`src/rtl/dff_serial_ctrl.sv`:
```
// Parallel-in/serial-out controller for a WIDTH-bit D-FF chain with busy/done handshake.
// Optional build macro PARITY_EN appends an even-parity bit after the data bits.
module dff_serial_ctrl #(
    parameter int WIDTH = 8,
    parameter int CNT_W = 6
) (
    input  logic             cp,
    input  logic             cr,
    input  logic             start,
    input  logic [WIDTH-1:0] din,
    input  logic             msb_first,
    output logic             sout,
    output logic             busy,
    output logic             done,
    output logic [WIDTH-1:0] q
);

    typedef enum logic [1:0] {
        IDLE  = 2'b00,
        SHIFT = 2'b01,
        DONE  = 2'b10
    } state_t;

    // Counter value at which the final SHIFT edge retires the transfer.
`ifdef PARITY_EN
    localparam int LAST = WIDTH;
`else
    localparam int LAST = WIDTH - 1;
`endif

    state_t           state, state_n;
    logic [WIDTH-1:0] q_n;
    logic [CNT_W-1:0] cnt, cnt_n;
    logic             dir, dir_n;
    logic             sout_n, busy_n, done_n;
`ifdef PARITY_EN
    logic             par, par_n;
`endif

    always_ff @(posedge cp) begin
        if (!cr) begin
            state <= IDLE;
            q     <= '0;
            cnt   <= '0;
            dir   <= 1'b0;
            sout  <= 1'b0;
            busy  <= 1'b0;
            done  <= 1'b0;
`ifdef PARITY_EN
            par   <= 1'b0;
`endif
        end else begin
            state <= state_n;
            q     <= q_n;
            cnt   <= cnt_n;
            dir   <= dir_n;
            sout  <= sout_n;
            busy  <= busy_n;
            done  <= done_n;
`ifdef PARITY_EN
            par   <= par_n;
`endif
        end
    end

    always_comb begin
        state_n = state;
        q_n     = q;
        cnt_n   = cnt;
        dir_n   = dir;
        sout_n  = 1'b0;
        busy_n  = 1'b0;
        done_n  = 1'b0;
`ifdef PARITY_EN
        par_n   = par;
`endif
        case (state)
            IDLE: begin
                if (start) begin
                    q_n     = din;
                    dir_n   = msb_first;
                    sout_n  = msb_first ? din[WIDTH-1] : din[0];
                    cnt_n   = '0;
                    busy_n  = 1'b1;
                    state_n = SHIFT;
`ifdef PARITY_EN
                    par_n   = ^din;
`endif
                end
            end
            SHIFT: begin
                // Chain zero-fills on every SHIFT edge, so it reads 0 once drained.
                q_n    = dir ? {q[WIDTH-2:0], 1'b0} : {1'b0, q[WIDTH-1:1]};
                cnt_n  = cnt + CNT_W'(1);
                busy_n = 1'b1;
                if (cnt == CNT_W'(LAST)) begin
                    busy_n  = 1'b0;
                    done_n  = 1'b1;
                    state_n = DONE;
`ifdef PARITY_EN
                end else if (cnt == CNT_W'(WIDTH - 1)) begin
                    sout_n = par;
`endif
                end else begin
                    sout_n = dir ? q[WIDTH-2] : q[1];
                end
            end
            DONE: begin
                state_n = IDLE;
            end
            default: begin
                state_n = IDLE;
            end
        endcase
    end

endmodule

```
`config.mk`:
```
export PLATFORM = sky130hd
export DESIGN_NAME = dff_serial_ctrl
export DESIGN_NICKNAME = d
export VERILOG_FILES = /design/src/rtl/dff_serial_ctrl.sv
export SDC_FILE = /design/constraint.sdc
export NUM_CORES = 1
export LEC_CHECK = 0
export CAP_MARGIN = 10
export CELL_PAD_IN_SITES_DETAIL_PLACEMENT = 2
export CELL_PAD_IN_SITES_GLOBAL_PLACEMENT = 2
export CORE_MARGIN = 2
export CORE_UTILIZATION = 31
export DETAILED_ROUTE_END_ITERATION = 12
export MAX_ROUTING_LAYER = met4
export PLACE_DENSITY_LB_ADDON = 0.1
export SYNTH_ARGS = -nofsm -noshare
export SYNTH_HDL_FRONTEND = slang
export SYNTH_SLANG_ARGS = --single-unit
```
`constraint.sdc`:
```
create_clock -name cp -period 2.7 [get_ports cp]
set_clock_uncertainty 0.05 [all_clocks]
set_input_delay 0.54 -clock cp [delete_from_list [all_inputs] [get_ports cp]]
set_output_delay 0.54 -clock cp [all_outputs]
set_load 0.005 [all_outputs]
```
### Word-level counts from Yosys, hierarchy flattened

Index checks and enable logic that the tools add are counted.

| word-level totals | value |
|---|---|
| input port bits | 12 |
| flip-flop bits (word level) | 20 |

| operators by class | value |
|---|---|
| multiplexer cells | 17 |
| equality and inequality tests | 4 |
| add/sub/neg operators | 1 |
| reduce and logical (&&, ||, !) cells | 6 |

Operators by type and width:

| operator | number |
|---|---|
| two-way mux 8 bit | 2 |
| case mux 8 bit (2 select lines) | 1 |
| case mux 6 bit (2 select lines) | 1 |
| AND reduction 2 bit | 4 |
| two-way mux 1 bit | 7 |
| adder 6 x 1 -> 6 bit (second input constant) | 1 |
| == test 6 x 3 -> 1 bit (second input constant) | 1 |
| two-way mux 6 bit | 1 |
| two-way mux 2 bit | 2 |
| != test 2 bit (second input constant) | 2 |
| case mux 1 bit (2 select lines) | 2 |
| case mux 2 bit (2 select lines) | 1 |
| == test 2 x 1 -> 1 bit (second input constant) | 1 |
| zero test 2 bit | 1 |
| nonzero test 2 bit | 1 |

### Longest topological paths before layout

Gate-level depths: netlist of run 1.

| depth | value |
|---|---|
| word-level depth | 3 |
| gate-level depth with buffers | 5 |
| mapped depth without buffers | 4 |

### Least setup slack after synthesis of run 1

No wires, ideal clock.

| timing | value |
|---|---|
| kind | input port to flip-flop |
| from | in start |
| to | reg dir |
| path buffers | 1 |
| required time | 2580 ps |
| path slack | 1407 ps |
| data arrival time | 1173 ps |
| stages | 4 |
| cells stage by stage | nand2b_1 > buf_2 > or3b_1 > a21oi_1 |

| on the way | value |
|---|---|
| longest elaborated chain between the ends | 1 |

Ends and longest elaborated chain:

| element | line | RTL |
|---|---|---|
| start, declared | 9 | `input logic start,` |
| AND reduction 2 bit (no source line) | -- |  |
| end signal, assigned | 56 | `dir <= dir_n;` |
| end, declared | 34 | `logic dir, dir_n;` |

Every way passes these cells.
A chain may end at the register's enable or synchronous reset.

### Worst setup path after layout of run 1

| timing | value |
|---|---|
| from | reg q[3] |
| to | out q[3] |

RTL lines:

| element | line | RTL |
|---|---|---|
| start, declared | 15 | `output logic [WIDTH-1:0] q` |
| start signal, assigned | 54 | `q <= q_n;` |

No word-level cell between the ends.

==> results of run 1 <==
synthesized netlist by cell type (2+ instances only):
cell,count
dfxtp_1,20
mux2i_1,8
o221a_2,8
a2bb2oi_1,7
nand2_1,6
nor2_1,5
a211oi_1,3
buf_2,3
clkbuf_1,3
nand2b_1,3
nand3_1,3
a21oi_1,2
a22oi_1,2
and3_1,2
o21ai_0,2
kinds of logic after synthesis:
logic type / after synthesis
AOI/OAI and AO/OA: 32
adders and majority gates: 1
and+or+nand+nor: 27
buffers and inverters: 9
muxes: 8
DFF: 20
report_power, final:
part           internal, mW  switching (mW)  total [mW]
sequential            0.312          0.0210       0.333
clock                0.0520          0.0928       0.145
combinational        0.0715          0.0466       0.118
total                 0.436           0.160       0.596
worst max path at each step:
| stage | startpoint | end | slack [ns] |
|---|---|---|---|
| global placement | start | q[4]$_SDFFE_PN0P_ | 0.71 |
| CTS | q[2]$_SDFFE_PN0P_ | q[2] | 0.84 |
| global route | q[5]$_SDFFE_PN0P_ | q[5] | 0.80 |
| detailed placement | start | dir$_SDFFE_PN0P_ | 0.72 |
| floorplan | start | dir$_SDFFE_PN0P_ | 1.41 |
| finish | q[3]$_SDFFE_PN0P_ | q[3] | 0.84 |
cells in the final DEF, fill, tap and decap left out, types with 2 or more instances in the layout:
| cell | count |
|---|---|
| a21oi_1 | 2 |
| buf_4 | 2 |
| o21ai_0 | 2 |
| and3_1 | 2 |
| nand2b_1 | 3 |
| clkdlybuf4s50_1 | 22 |
| dfxtp_1 | 20 |
| a2bb2oi_1 | 7 |
| clkbuf_4 | 3 |
| mux2i_1 | 8 |
| nor2_1 | 5 |
| nand2_1 | 6 |
| a211oi_1 | 3 |
| o221a_2 | 8 |
| nand3_1 | 3 |
| a22oi_1 | 2 |
state kept, by name, summed over array words and instances (netlist names):
| name | flops |
|---|---|
| cnt | 6 |
| q | 8 |
| dir | 1 |
| done | 1 |
| state | 2 |
| sout | 1 |
| busy | 1 |
routing by layer:
layer  vias to the layer above  track usage, %  wire length [um]
met4                         0            4.76                 0
met2                        16            28.0              1340
met5                         -               -                 0
met1                       438            22.2              1330
li1                        413               -                 -
met3                         0            2.60                90
final cells by class:
| class | count | area [um^2] |
|---|---|---|
| inverter | 1 | 3.75 |
| tap | 33 | 41.3 |
| sequential | 20 | 400 |
| clock buffer | 3 | 22.5 |
| timing repair buffer | 24 | 235 |
| multi-input combinational | 68 | 520 |
| fill | 338 | 1780 |
metrics by stage:
stage	cells	worst slack, ns	power, mW
floorplan	97	1.41	0.396
finish	149	0.836	0.596
CTS	149	0.837	0.606
global placement	146	0.715	0.455
detailed placement	146	0.721	0.460
global route	149	0.797	0.628
==> results.yml, run 1 <==
critical_path:
  cp-start-kind: "flip-flop"
  critical_path.max_stage_delay_ns: 0.54
  cp.required_ns: 2.11
  reg2regPathDepth: 4
  path_buf_inv: 1
  cp-end-kind: "primary output"
  crit_type: "reg -> out"
  crit_family: "buffers and inverters"
  critical_path.max_fanout: 4
  cp.depth: 1
  cp_slowest_cell: "clkdlybuf4s50_1"
  reg2reg_to: "q[5]$_SDFFE_PN0P_"
  path_cells: "clkdlybuf4s50_1"
  r2r_slack_ns: 1.00
  r2r_start: "state[0]$_SDFFE_PN0P_"
  crit_arrival_ns: 1.27
placement:
  io_buffers: 22
  gp_congestion: 0.762
  postPlaceCellArea_um2: 1200
  hpwl_um: 2110
sta:
  hold-worst-slack_ns: 0.472
  fin_tns_setup_ns: 0
  relSlewSlack_pct: 58.3
  finalMaxSlewViolations: 0
  fmax_ghz: 0.537
  hold_viol: 0
  fin_crit_ns: 1.86
  setup_viol: 0
  rsz0062_at_grt: "no"
  finalCritPeriodShare_pct: 69.0
  worst_slew_pin_slew_ns: 0.624
final_layout:
  area_growth_pct: 26.2
  diodes: 0
  nNetsFinal: 131
  drive_above_1_share_pct: 13.8
  final_area_um2: 1220
  fin_util_pct: 40.8
floorplanning:
  core_area_um2: 3000
  dieArea_um2: 3590
  die_h_um: 59.9
  io_pins: 23
  num_rows: 20
  die_w_um: 59.9
  start_util_pct: 32.3
worst_hold_path:
  whs_path_depth: 1
  holdPathEnd: "cnt[0]$_SDFFE_PN0P_"
  min_from: "cnt[0]$_SDFFE_PN0P_"
  hold_path.class: "reg -> reg"
run:
  max_cap_viol_count: 0
global_route:
  grt_max_degree: 18
  grt_overflow: 0
  grt_first_pass_wirelength_um: 4510
  grt_usage_pct: 17.2
  grt_pass1_vias: 909
  antenna_found_initial: 0
detailed_routing:
  first_iter_violations: 27
  viasPerCell: 5.82
  firstDrtPassIters: 4
  routed_wl_um: 2760
  detail-route-antenna-nets: 0
  vias: 867
  avgRoutedWirePerCell_um: 18.5
  drc: 0
power_and_ir_drop:
  power_density_nw_per_um2: 487
  vdd_drop_max_v: 0.000157
  p_leak_nw: 0.443
logic_synthesis:
  syn_nets: 110
  synth_warnings: 0
  synth.area.mux_share_pct: 8.26
  syn-cell-area_um2: 970
  synth.area.top_cells: "dfxtp_1 41%, o221a_2 9.3%, mux2i_1 8.3%"
  yosysSeqAreaShare_pct: 41.3
  synth_edf_count: 0
  yosys.area.top_type: "dfxtp_1"
  synth_xor_area_share_pct: 0
  synth_compound_area_share_pct: 27.9
  netlist_instances: 97
  ys_ff_latch: 20
  synth_flop_cell: "dfxtp_1"
  ys_types: 35
  synth_top_family_by_area: "compound AO/OA/AOI/OAI gates"
  synth-adder-area-share_pct: 1.29
  post-synth-top-area-fraction_pct: 41.3
  synth-simple-area-share_pct: 16.3
  synthArstFlopShare_pct: 0
  syn_area_per_cell_um2: 10.0
clock_network:
  cts_buffer_depth: 2
  cts_hold_buf: 0
  cts-root-buf: "clkbuf_4"
  cts_setup_buffers: 0
  h-tree-depth: 1
  cts_buffers: 3
  cts_resized: 0
  clk_pin_slew_ns: 0.12
  clkSinkCount: 20
  worstSkewPairLatency_ns: 0.29
  cts_tree: "done"
outcome:
  status: "completed"
Note: power is estimated with default switching activity, not from simulation.
==> run 2: changes to the inputs <==
Settings changed: CORE_UTILIZATION 31 to 29.
Clock period 2.7 ns to 1.9 ns, I/O delays scaled along.
==> run 2 against run 1 <==
Clock-buffer cell count is the same. Utilization up 1.4 points. Combinational power increased by 54%. Register-to-register slack worse by 0.70 ns. Clock power rose by 150%. Via count rose by 3.8%. Largest cell class unchanged. Routed wire length grew 4.5%.
==> results.yml, run 2 (same netlist as run 1, synthesis figures left out) <==
outcome:
  status: "completed"
global_route:
  grt_first_pass_wirelength_um: 4740
  grt_pass1_vias: 950
  grt_overflow: 0
  antenna_found_initial: 0
  grt_usage_pct: 17.9
  grt_max_degree: 13
power_and_ir_drop:
  vdd_drop_max_v: 0.000213
  power_density_nw_per_um2: 769
  p_leak_nw: 0.487
final_layout:
  drive_above_1_share_pct: 18.0
  largest_reg_flops: 8
  fin_util_pct: 42.1
  largestRegisters: "q (8), cnt (6), state (2)"
  final_area_um2: 1320
  diodes: 0
  area_growth_pct: 35.9
  layout_commonest_cell: "clkdlybuf4s50_1"
  nNetsFinal: 136
  layout_common_cells: "22 x clkdlybuf4s50_1, 20 x dfxtp_1, 8 x mux2i_1, 8 x o221a_2, 7 x a2bb2oi_1"
  largest_register: "q"
clock_network:
  h-tree-depth: 1
  clkSinkCount: 20
  clk_pin_slew_ns: 0.13
  cts_setup_buffers: 0
  cts_resized: 0
  cts-root-buf: "clkbuf_4"
  cts_buffers: 3
  cts_tree: "done"
  cts_buffer_depth: 2
  cts_hold_buf: 0
  worstSkewPairLatency_ns: 0.31
placement:
  io_buffers: 22
  hpwl_um: 2180
  postPlaceCellArea_um2: 1260
  gp_congestion: 0.716
floorplanning:
  start_util_pct: 31.0
  num_rows: 20
  die_h_um: 61.8
  dieArea_um2: 3820
  io_pins: 23
  core_area_um2: 3130
  die_w_um: 61.8
worst_hold_path:
  hold_path.class: "reg -> reg"
critical_path:
  crit_family: "buffers and inverters"
  critical_path.max_stage_delay_ns: 0.53
  cp-end-kind: "primary output"
  path_buf_inv: 1
  cp-start-kind: "flip-flop"
  cp_slowest_cell: "clkdlybuf4s50_1"
  crit_arrival_ns: 1.27
  cp.required_ns: 1.47
  crit_type: "reg -> out"
  path_cells: "clkdlybuf4s50_1"
  critical_path.max_fanout: 4
detailed_routing:
  first_iter_violations: 27
  vias: 900
  routed_wl_um: 2890
  avgRoutedWirePerCell_um: 17.4
  viasPerCell: 5.42
  detail-route-antenna-nets: 0
  firstDrtPassIters: 2
  drc: 0
sta:
  relSlewSlack_pct: 61.4
  finalCritPeriodShare_pct: 89.6
  fin_tns_setup_ns: 0
  fmax_ghz: 0.587
  setup_viol: 0
  hold_viol: 0
  rsz0062_at_grt: "no"
  worst_slew_pin_slew_ns: 0.578
  finalMaxSlewViolations: 0
  fin_crit_ns: 1.70
run:
  max_cap_viol_count: 0
run 2: cell count changes in the layout (fill, tap and decap cells not counted), sizes merged:
| cell | before | now |
|---|---|---|
| buf | 2 | 7 |
| bufinv | 0 | 1 |
run 2: report_power, final:
part / switching (mW) / internal [mW] / total, mW
logic: 0.0706 / 0.112 / 0.182
clock network: 0.146 / 0.213 / 0.359
registers: 0.0280 / 0.444 / 0.472
run 2: metal layers:
metal | part of all wire [%] | GRT usage [%] | routed length [um]
met1 | 47 | 23.0 | 1370
met2 | 50 | 28.9 | 1440
met4 | 0.66 | 6.38 | 19
met3 | 2.2 | 2.48 | 63
met5 | 0 | - | 0
run 2: worst reg2reg max path, cell delays in order, from the launching register on:
cell and delay [ns]:
dfxtp_1 0.48, nor2b_1 0.53, a41oi_1 0.19, a311oi_1 0.26
run 2: worst paths after layout:
| path | startpoint | to | slack, ns | cells past startpoint |
|---|---|---|---|---|
| setup / recovery | q[3]$_SDFFE_PN0P_ | q[3] | 0.20 | 1 |
| hold / removal | cnt[0]$_SDFFE_PN0P_ | cnt[0]$_SDFFE_PN0P_ | 0.47 | 1 |
| setup reg to reg | state[0]$_SDFFE_PN0P_ | cnt[4]$_SDFFE_PN0P_ | 0.30 | 3 |
| hold reg to reg | cnt[0]$_SDFFE_PN0P_ | cnt[0]$_SDFFE_PN0P_ | 0.47 | 1 |
run 2: metrics by stage:
| stage | total power, mW | worst slack, ns | cells | hold WS (ns) |
|---|---|---|---|---|
| finish | 1.01 | 0.197 | 166 | 0.468 |
| global route | 1.06 | 0.146 | 166 | 0.503 |
| CTS | 1.03 | 0.180 | 166 | 0.471 |
| detailed placement | 0.665 | 0.0838 | 162 | 0.451 |
| global placement | 0.659 | 0.0895 | 162 | 0.440 |
| floorplan | 0.563 | 0.612 | 97 | 0.417 |
run 2: final cells by class:
type	count	area (um^2)
clock buffers	3	22.5
clock inverters	1	30.0
fillers	352	1810
inverters	1	3.75
multi-input cells	68	520
flip-flops and latches	20	400
well taps	44	55.1
repair buffers	29	285
==> run 3: changes to the inputs <==
Settings changed: PLACE_DENSITY set to 0.81, PLACE_DENSITY_LB_ADDON 0.1 to not set.
==> run 3 against run 2 <==
Clock power shrank 28%. Cell count down 0.60%. Utilization decreased by 0.76 points. Hold slack improved by 0.0032 ns. Sequential share of layout area is 0.56 points higher. Maximum frequency decreased by 0.40%. Combinational power is 3% lower. Worst setup slack worse by 0.0069 ns. Critical endpoint is now q[2].
==> results.yml, run 3 (same netlist as run 1, synthesis figures left out) <==
outcome:
  status: "completed"
power_and_ir_drop:
  p_seq_share_pct: 52.2
  power_density_nw_per_um2: 701
  vdd_drop_max_v: 0.000395
  p_leak_nw: 0.475
  combinationalPowerShare_pct: 19.5
  pwr-share-clk_pct: 28.3
  netSwitchingFraction_pct: 26.1
  power_uw: 907
  p_switching_uw: 237
  intPower_uw: 670
critical_path:
  crit_family: "buffers and inverters"
  cp.required_ns: 1.47
  critical_path.max_fanout: 4
  cp-start-kind: "flip-flop"
  cp-end-kind: "primary output"
  path_cells: "clkdlybuf4s50_1"
  critical_path.max_stage_delay_ns: 0.53
  crit_type: "reg -> out"
  cp_slowest_cell: "clkdlybuf4s50_1"
  crit_arrival_ns: 1.28
  path_buf_inv: 1
global_route:
  antenna_found_initial: 0
  grt_first_pass_wirelength_um: 4750
  grt_overflow: 0
  grt_pass1_vias: 943
  grt_usage_pct: 17.8
  grt_max_degree: 12
final_layout:
  area_growth_pct: 33.4
  final_area_um2: 1290
  drive_above_1_share_pct: 17.4
  layout_common_cells: "22 x clkdlybuf4s50_1, 20 x dfxtp_1, 8 x mux2i_1, 8 x o221a_2, 7 x a2bb2oi_1"
  diodes: 0
  nNetsFinal: 135
  layout_commonest_cell: "clkdlybuf4s50_1"
  largest_reg_flops: 8
  largestRegisters: "q (8), cnt (6), state (2)"
  instances_no_fill: 165
  largest_register: "q"
  fin_util_pct: 41.4
floorplanning:
  num_rows: 20
  io_pins: 23
  die_w_um: 61.8
  start_util_pct: 31.0
  dieArea_um2: 3820
  core_area_um2: 3130
  die_h_um: 61.8
sta:
  fin_crit_ns: 1.71
  fmax_ghz: 0.585
  finalCritPeriodShare_pct: 90.0
  rsz0062_at_grt: "no"
  fin_tns_setup_ns: 0
  worst_slew_pin_slew_ns: 0.467
  finalMaxSlewViolations: 0
  hold-worst-slack_ns: 0.472
  setup_viol: 0
  hold_viol: 0
  relSlewSlack_pct: 68.6
  fin_ws_ns: 0.190
detailed_routing:
  viasPerCell: 5.35
  detail-route-antenna-nets: 0
  avgRoutedWirePerCell_um: 16.9
  routed_wl_um: 2790
  drc: 0
  vias: 883
  first_iter_violations: 20
  firstDrtPassIters: 2
clock_network:
  cts_buffer_depth: 2
  cts_tree: "done"
  cts_setup_buffers: 0
  clk_pin_slew_ns: 0.12
  cts_hold_buf: 0
  cts-root-buf: "clkbuf_4"
  cts_buffers: 3
  h-tree-depth: 1
  cts_resized: 0
  worstSkewPairLatency_ns: 0.31
  clkSinkCount: 20
placement:
  io_buffers: 22
  hpwl_um: 2090
  postPlaceCellArea_um2: 1260
  dp.cells: 161
  gp_congestion: 0.762
  pre_cts_ws_ns: 0.0596
run:
  max_cap_viol_count: 0
worst_hold_path:
  hold_path.class: "reg -> reg"
==> run 3: cell types whose count changed in the layout (fill, tap and decap cells not counted), sizes merged <==
cell	previous run	this run
buf	7	6
bufinv	1	0
clkbuf	3	4
==> run 3: metal layers <==
| layer | vias up | track usage, % | routed length (um) |
|---|---|---|---|
| met5 | - | - | 0 |
| met1 | 439 | 24.0 | 1400 |
| met3 | 5 | 3.93 | 67 |
| met4 | 0 | 6.08 | 38 |
| li1 | 426 | - | - |
| met2 | 13 | 26.3 | 1290 |
==> run 3: path summary, 6_finish.rpt <==
kind,from,end,slack (ns),cells past startpoint
hold / removal,cnt[0]$_SDFFE_PN0P_,cnt[0]$_SDFFE_PN0P_,0.47,1
setup reg to reg,state[0]$_SDFFE_PN0P_,q[7]$_SDFFE_PN0P_,0.37,3
hold reg to reg,cnt[0]$_SDFFE_PN0P_,cnt[0]$_SDFFE_PN0P_,0.47,1
setup / recovery,q[2]$_SDFFE_PN0P_,q[2],0.19,1
==> run 3: final cells by class <==
| class | count | area, um^2 |
|---|---|---|
| clock buffer | 4 | 36.3 |
| fill | 344 | 1830 |
| sequential | 20 | 400 |
| tap | 44 | 55.1 |
| timing repair buffer | 28 | 278 |
| inverter | 1 | 3.75 |
| multi-input combinational | 68 | 520 |
==> run 3: power groups by stage <==
stage	combinational [mW]	sequential, mW	clock [mW]
6_report	0.177	0.473	0.257
5_1_grt	0.195	0.478	0.292
4_1_cts	0.179	0.474	0.271
3_5_place_dp	0.178	0.484	0
3_3_place_gp	0.174	0.482	0
2_1_floorplan	0.0920	0.471	0
